### config.mk
export PLATFORM = sky130hd
export DESIGN_NAME = seven_seg_display_ctrl
export DESIGN_NICKNAME = d
export VERILOG_FILES = /design/src/rtl/seven_seg_pkg.sv /design/src/rtl/seven_seg_display_ctrl_bin2bcd_seq.sv /design/src/rtl/seven_seg_display_ctrl.sv
export SDC_FILE = /design/constraint.sdc
export NUM_CORES = 1
export LEC_CHECK = 0
export ABC_CLOCK_PERIOD_IN_PS = 2840
export BUFFER_PORTS_ARGS = -buffer_cell sky130_fd_sc_hd__buf_4
export CAP_MARGIN = 15
export CORE_UTILIZATION = 45
export DETAILED_ROUTE_END_ITERATION = 10
export PLACE_DENSITY_LB_ADDON = 0.15
export SLEW_MARGIN = 40
export SYNTH_ARGS = -nofsm -noshare
export SYNTH_HDL_FRONTEND = slang
export SYNTH_HIERARCHICAL = 1
export SYNTH_SLANG_ARGS = --single-unit
### constraint.sdc
create_clock -name clock_100Mhz -period 2.84 [get_ports clock_100Mhz]
set_input_delay 0.284 -clock clock_100Mhz [delete_from_list [all_inputs] [get_ports clock_100Mhz]]
set_output_delay 0.284 -clock clock_100Mhz [all_outputs]
set_load 0.01 [all_outputs]
### src/rtl/seven_seg_pkg.sv
// seven_seg_pkg
//   Shared constants and helpers for the multiplexed 7-segment display
//   controller: cathode patterns, converter FSM state encodings, the
//   BCD-digit-to-segment decoder and a constant power-of-ten function used
//   to size the overflow threshold.
//   Segment patterns are active-low, ordered {a,b,c,d,e,f,g}.
package seven_seg_pkg;

  localparam logic [6:0] SEG_BLANK = 7'b1111111;
  localparam logic [6:0] SEG_DASH  = 7'b1111110;

  // Converter FSM encodings
  localparam logic [1:0] ST_IDLE   = 2'd0;
  localparam logic [1:0] ST_SHIFT  = 2'd1;
  localparam logic [1:0] ST_COMMIT = 2'd2;

  function automatic logic [6:0] digit_to_seg(input logic [3:0] d);
    logic [6:0] seg;
    case (d)
      4'd0:    seg = 7'b0000001;
      4'd1:    seg = 7'b1001111;
      4'd2:    seg = 7'b0010010;
      4'd3:    seg = 7'b0000110;
      4'd4:    seg = 7'b1001100;
      4'd5:    seg = 7'b0100100;
      4'd6:    seg = 7'b0100000;
      4'd7:    seg = 7'b0001111;
      4'd8:    seg = 7'b0000000;
      4'd9:    seg = 7'b0000100;
      default: seg = SEG_BLANK;
    endcase
    return seg;
  endfunction

  // 10**n evaluated at elaboration time; n is limited so the result fits 32 bits.
  function automatic logic [31:0] pow10(input int n);
    logic [31:0] p;
    p = 32'd1;
    for (int i = 0; i < n; i++) begin
      p = p * 32'd10;
    end
    return p;
  endfunction

endpackage

### src/rtl/seven_seg_display_ctrl_bin2bcd_seq.sv
// bin2bcd_seq
//   Iterative double-dabble binary-to-BCD converter with a valid/ready
//   input handshake. One input bit is consumed per cycle, so a conversion
//   takes DATA_W SHIFT cycles plus one COMMIT cycle. Committed digits and
//   the overflow flag only change in COMMIT, so consumers never observe a
//   half-converted value.
//
// Ports
//   clock_100Mhz  in   system clock
//   reset         in   synchronous, active-high
//   value_in      in   [DATA_W]       unsigned binary value
//   value_valid   in   value_in offered
//   value_ready   out  high only while idle
//   bcd_digits    out  [NUM_DIGITS*4] committed BCD, digit 0 in bits [3:0]
//   overflow      out  committed value needed more than NUM_DIGITS digits
module bin2bcd_seq
  import seven_seg_pkg::*;
#(
  parameter int NUM_DIGITS = 4,
  parameter int DATA_W     = 16
) (
  input  logic                    clock_100Mhz,
  input  logic                    reset,
  input  logic [DATA_W-1:0]       value_in,
  input  logic                    value_valid,
  output logic                    value_ready,
  output logic [NUM_DIGITS*4-1:0] bcd_digits,
  output logic                    overflow
);

  localparam int          BCD_W     = NUM_DIGITS * 4;
  localparam int          CNT_W     = $clog2(DATA_W + 1);
  localparam logic [31:0] OVF_LIMIT = pow10(NUM_DIGITS);

  logic [1:0]        state;
  logic [CNT_W-1:0]  shift_cnt;
  logic [DATA_W-1:0] bin_sr;
  logic [BCD_W-1:0]  bcd_acc;
  logic [BCD_W-1:0]  bcd_adj;
  logic              ovf_pending;
  logic              transfer;

  assign value_ready = (state == ST_IDLE);
  assign transfer    = value_valid && value_ready;

  // Double-dabble correction: any nibble >= 5 would exceed 9 after the
  // doubling shift, so pre-add 3 to carry into the next decade instead.
  always_comb begin
    bcd_adj = bcd_acc;
    for (int i = 0; i < NUM_DIGITS; i++) begin
      if (bcd_acc[i*4 +: 4] >= 4'd5) begin
        bcd_adj[i*4 +: 4] = bcd_acc[i*4 +: 4] + 4'd3;
      end
    end
  end

  // Control: FSM, shift counter, committed result
  always_ff @(posedge clock_100Mhz) begin
    if (reset) begin
      state      <= ST_IDLE;
      shift_cnt  <= '0;
      bcd_digits <= '0;
      overflow   <= 1'b0;
    end else begin
      case (state)
        ST_IDLE: begin
          if (transfer) begin
            state     <= ST_SHIFT;
            shift_cnt <= '0;
          end
        end
        ST_SHIFT: begin
          shift_cnt <= shift_cnt + CNT_W'(1);
          if (shift_cnt == CNT_W'(DATA_W - 1)) begin
            state <= ST_COMMIT;
          end
        end
        ST_COMMIT: begin
          bcd_digits <= bcd_acc;
          overflow   <= ovf_pending;
          state      <= ST_IDLE;
        end
        default: state <= ST_IDLE;
      endcase
    end
  end

  // Datapath: shift register and BCD accumulator. Bits leaving the top of
  // the accumulator are dropped; out-of-range values are caught up front
  // by the threshold compare instead.
  always_ff @(posedge clock_100Mhz) begin
    if (transfer) begin
      bin_sr      <= value_in;
      bcd_acc     <= '0;
      ovf_pending <= (32'(value_in) >= OVF_LIMIT);
    end else if (state == ST_SHIFT) begin
      bcd_acc <= {bcd_adj[BCD_W-2:0], bin_sr[DATA_W-1]};
      bin_sr  <= bin_sr << 1;
    end
  end

endmodule

### src/rtl/seven_seg_display_ctrl.sv
// seven_seg_display_ctrl
//   Multiplexed 7-segment display controller. Accepts a binary value via
//   valid/ready, converts it to BCD (bin2bcd_seq) and scans NUM_DIGITS
//   digits onto shared cathodes, each digit active for REFRESH_DIV cycles.
//   Leading zeros can be blanked; an out-of-range value shows dashes.
//
// Ports
//   clock_100Mhz    in   system clock
//   reset           in   synchronous, active-high
//   value_in        in   [DATA_W] unsigned value to display
//   value_valid     in   value_in offered
//   value_ready     out  controller can accept a value
//   blank_lz        in   1 = blank leading zeros
//   overflow        out  displayed value exceeded NUM_DIGITS digits
//   Anode_Activate  out  [NUM_DIGITS] active-low digit enables
//   LED_out         out  [7] active-low cathodes {a,b,c,d,e,f,g}
module seven_seg_display_ctrl
  import seven_seg_pkg::*;
#(
  parameter int NUM_DIGITS  = 4,
  parameter int DATA_W      = 16,
  parameter int REFRESH_DIV = 262144
) (
  input  logic                  clock_100Mhz,
  input  logic                  reset,
  input  logic [DATA_W-1:0]     value_in,
  input  logic                  value_valid,
  output logic                  value_ready,
  input  logic                  blank_lz,
  output logic                  overflow,
  output logic [NUM_DIGITS-1:0] Anode_Activate,
  output logic [6:0]            LED_out
);

  localparam int SCAN_W = $clog2(REFRESH_DIV);
  localparam int IDX_W  = (NUM_DIGITS > 1) ? $clog2(NUM_DIGITS) : 1;

  logic [NUM_DIGITS*4-1:0] bcd_digits;
  logic [SCAN_W-1:0]       scan_cnt;
  logic [IDX_W-1:0]        digit_idx;
  logic [3:0]              sel_digit;
  logic                    upper_nz;
  logic [6:0]              seg_next;
  logic [NUM_DIGITS-1:0]   anode_next;

  bin2bcd_seq #(
    .NUM_DIGITS (NUM_DIGITS),
    .DATA_W     (DATA_W)
  ) u_bin2bcd (
    .clock_100Mhz (clock_100Mhz),
    .reset        (reset),
    .value_in     (value_in),
    .value_valid  (value_valid),
    .value_ready  (value_ready),
    .bcd_digits   (bcd_digits),
    .overflow     (overflow)
  );

  // Scan timing: dwell counter, digit index advances on each wrap
  always_ff @(posedge clock_100Mhz) begin
    if (reset) begin
      scan_cnt  <= '0;
      digit_idx <= '0;
    end else if (scan_cnt == SCAN_W'(REFRESH_DIV - 1)) begin
      scan_cnt  <= '0;
      digit_idx <= (digit_idx == IDX_W'(NUM_DIGITS - 1)) ? '0 : digit_idx + IDX_W'(1);
    end else begin
      scan_cnt <= scan_cnt + SCAN_W'(1);
    end
  end

  // A digit is a leading zero when it and every more-significant digit are
  // zero; units is exempt so a zero value still shows "0".
  always_comb begin
    sel_digit  = 4'd0;
    upper_nz   = 1'b0;
    anode_next = '1;
    for (int k = 0; k < NUM_DIGITS; k++) begin
      if (IDX_W'(k) == digit_idx) begin
        sel_digit     = bcd_digits[k*4 +: 4];
        anode_next[k] = 1'b0;
      end
      if ((IDX_W'(k) >= digit_idx) && (bcd_digits[k*4 +: 4] != 4'd0)) begin
        upper_nz = 1'b1;
      end
    end
    if (overflow) begin
      seg_next = SEG_DASH;
    end else if (blank_lz && (digit_idx != '0) && !upper_nz) begin
      seg_next = SEG_BLANK;
    end else begin
      seg_next = digit_to_seg(sel_digit);
    end
  end

  // Output register: anode and cathodes update on the same edge so no
  // digit ever flashes another digit's pattern.
  always_ff @(posedge clock_100Mhz) begin
    if (reset) begin
      Anode_Activate <= '1;
      LED_out        <= SEG_BLANK;
    end else begin
      Anode_Activate <= anode_next;
      LED_out        <= seg_next;
    end
  end

endmodule

==> metrics.csv <==
stage,metric,value,unit
final_layout,fillers,868,
global_route,grt_overflow,0,
yosys,ys.warnings.count,6,
clock_tree,cts.htree.levels,3,
clock_tree,cts_buffers,9,
yosys,synth_edf_count,17,
global_route,grt_pass1_wl,13.9,mm
worst_setup_path,cp-start-kind,register,
yosys,ys_async_sr_fraction,0,%
floorplanning,rows,35,
detailed_routing,routed-via-count,3199,
final_layout,layout_commonest_cell,nand2_1,
global_route,grt_max_degree,33,
clock_tree,root_buffer,clkbuf_8,
sta,timing.clock.skew,0.0115,ns
final_layout,layout_common_cells,"nand2_1 (104), dfxtp_1 (71), nor2_1 (43)",
sta,grt_setup_unrepaired,no,
yosys,synth_area,4290,um^2
final_layout,drive_gt1_share,14.9,%
yosys,synth_seq_cells,88,
detailed_routing,first_pass_iters,4,
flow_run,maxCapViolations,0,
detailed_routing,drtAntennaViolNets,0,
final_layout,area_growth,11.0,%
yosys,syn_nets,520,
global_route,track_usage,17.5,%
clock_tree,post_cts_resized,0,
worst_setup_path,worstPathArrival,2.85,ns
worst_setup_path,worstSetupPathType,reg2reg,
pwr,power_density,526,nW/um^2
pwr,irDropWorstVdd,0.000282,V
detailed_routing,wl_per_cell,12.6,um
final_layout,nNetsFinal,546,
floorplanning,die-area,9940,um^2
detailed_routing,routed_wl,8.04,mm
floorplanning,die_h,99.7,um
placement,placedInstanceArea,4550,um^2
outcome,status,finished clean,
detailed_routing,via_per_inst,5.01,
clock_tree,cts_max_path_buffers,2,
yosys,ys.flop_type,dfxtp_1,
floorplanning,start_util,46.5,%
clock_tree,post_cts_buffers,0,
worst_setup_path,end_kind,register,
placement,routabilityCongestion,0.896,
detailed_routing,drc_errors,0,
global_route,grt_antenna_before_repair,0,
sta,holdWs,0.187,ns
sta,drv_slew,0,
clock_tree,path_clk_slew,0.09,ns
sta,finalHoldViolCount,0,
floorplanning,die-width,99.7,um
floorplanning,io_pins,33,
clock_tree,cts_num_sinks,88,
floorplanning,fp.coreArea,9240,um^2
placement,hpwl,5.58,mm
pwr,p_leak,1.87,nW
clock_tree,cts_tree,yes,
placement,numPortBuffers,32,
clock_tree,hold_buffers,0,
yosys,synth-seq-area-share,45.0,%
global_route,first_global_vias,3000,
sta,fin_crit_sh,91.4,%
sta,max_freq,385,MHz
clock_tree,clk_latency,0.36,ns
worst_setup_path,path_max_fanout,9,
yosys,synth_cells,478,
worst_hold_path,hold_class,in2reg,
sta,setup_viol,0,
yosys,syn_area_per_cell,8.98,um^2
pwr,p_total,2.50,mW
final_layout,fin_area,4760,um^2
sta,tightestPinTransition,0.772,ns
sta,finalCriticalPeriod,2.59,ns
sta,slew-limit-headroom,48.5,%
sta,finalSetupTns,0,ns
worst_setup_path,worstPathRequired,3.09,ns
final_layout,antenna_cells,0,
yosys,synth_cell_type_count,60,
detailed_routing,drtIter0Drc,122,
[layer usage]
layer  vias up  global-route usage (%)  share of wire, %
li1       1656                       -                 -
met1      1489                    23.8                50
met2        49                    27.2                46
met3         5                    4.01               3.0
met4         0                    6.33               1.1
met5         -                       0                 0
[logic make-up (layout without fill, tap and decap cells)]
logic type      count (synthesis)  after routing  share of synthesized area, %
flops                          88             88                          45.0
compound gates                 82             82                          12.9
buf+inv                        43             74                          5.94
simple gates                  215            215                          23.8
fa+ha+maj                      22             22                          6.41
xor+xnor                       23             23                          4.69
mux                             5              5                          1.28
[where the power goes]
group          internal (mW)  switching (mW)  total (mW)
clock network          0.497           0.441       0.938
logic                 0.0800           0.123       0.203
registers               1.34          0.0285        1.36
[flip-flops by register name (all words and copies together) (netlist names), 2 cells and up]
register              count
Anode_Activate            4
LED_out                   7
digit_idx                 2
scan_cnt                 18
u_bin2bcd/bcd_acc        16
u_bin2bcd/bcd_digits     16
u_bin2bcd/bin_sr         16
u_bin2bcd/shift_cnt       5
u_bin2bcd/state           2
[final cells by class]
type | instances | area [um^2] | area share, %
Clock buffer | 11 | 131 | 2.76
Timing Repair Buffer | 35 | 263 | 5.51
Tap cell | 129 | 161 | 3.39
Multi-Input combinational cell | 347 | 2110 | 44.2
Sequential cell | 88 | 1930 | 40.5
Clock inverter | 5 | 81.3 | 1.71
Inverter | 23 | 88.8 | 1.86
[per-stage QoR]
step	cells	utilization, %	setup WS [ns]
floorplan	478	-	0.585
global placement	622	49.3	0.446
detailed placement	622	49.3	0.282
CTS	638	51.6	0.274
global route	638	51.6	0.124
finish	638	51.6	0.245
[worst max-delay path, cell delays in order, from the launching register on]
cell	delay, ns
dfxtp_1	0.44
inv_1	0.10
ha_1	0.30
a211o_1	0.33
o221ai_1	0.47
inv_1	0.16
ha_1	0.25
inv_1	0.06
o211ai_1	0.08
a211oi_1	0.25
a21oi_1	0.06
[Yosys cell counts, drive strengths merged (2+ instances only)]
| cell | n | area, um^2 |
|---|---|---|
| o32ai | 3 | 48.8 |
| dfxtp | 71 | 1420 |
| edfxtp | 17 | 510 |
| nor2b | 2 | 12.5 |
| o211ai | 3 | 22.5 |
| clkbuf | 3 | 11.3 |
| xnor2 | 17 | 149 |
| nand2b | 9 | 56.3 |
| nor4 | 6 | 37.5 |
| and2 | 2 | 12.5 |
| nand3b | 2 | 27.5 |
| nand4 | 2 | 27.5 |
| or2 | 2 | 12.5 |
| nand2 | 105 | 402 |
| mux2 | 4 | 45.0 |
| a21oi | 34 | 181 |
| a211o | 3 | 26.3 |
| a21o | 4 | 30.0 |
| a31oi | 3 | 25.0 |
| o21ai | 21 | 105 |
| o22ai | 3 | 18.8 |
| nand3 | 20 | 100 |
| nor2 | 45 | 179 |
| and3 | 5 | 31.3 |
| ha | 22 | 275 |
| inv | 23 | 88.8 |
| buf | 17 | 155 |
| nor3 | 8 | 56.3 |
| nor3b | 2 | 26.3 |
| xor2 | 6 | 52.6 |
[final timing paths]
kind | start | endpoint | slack [ns] | cells after the start
max | digit_idx[1]$_SDFFE_PP0P_ | LED_out[0]$_SDFF_PP1_ | 0.25 | 10
min | value_in[2] | u_bin2bcd/bin_sr[2]$_DFFE_PP_ | 0.19 | 3
max reg2reg | digit_idx[1]$_SDFFE_PP0P_ | LED_out[0]$_SDFF_PP1_ | 0.25 | 10
min reg2reg | u_bin2bcd/bin_sr[15]$_DFFE_PP_ | u_bin2bcd/bcd_acc[0]$_SDFFE_PP0P_ | 0.46 | 2
Note: power is estimated with default switching activity, not from simulation.
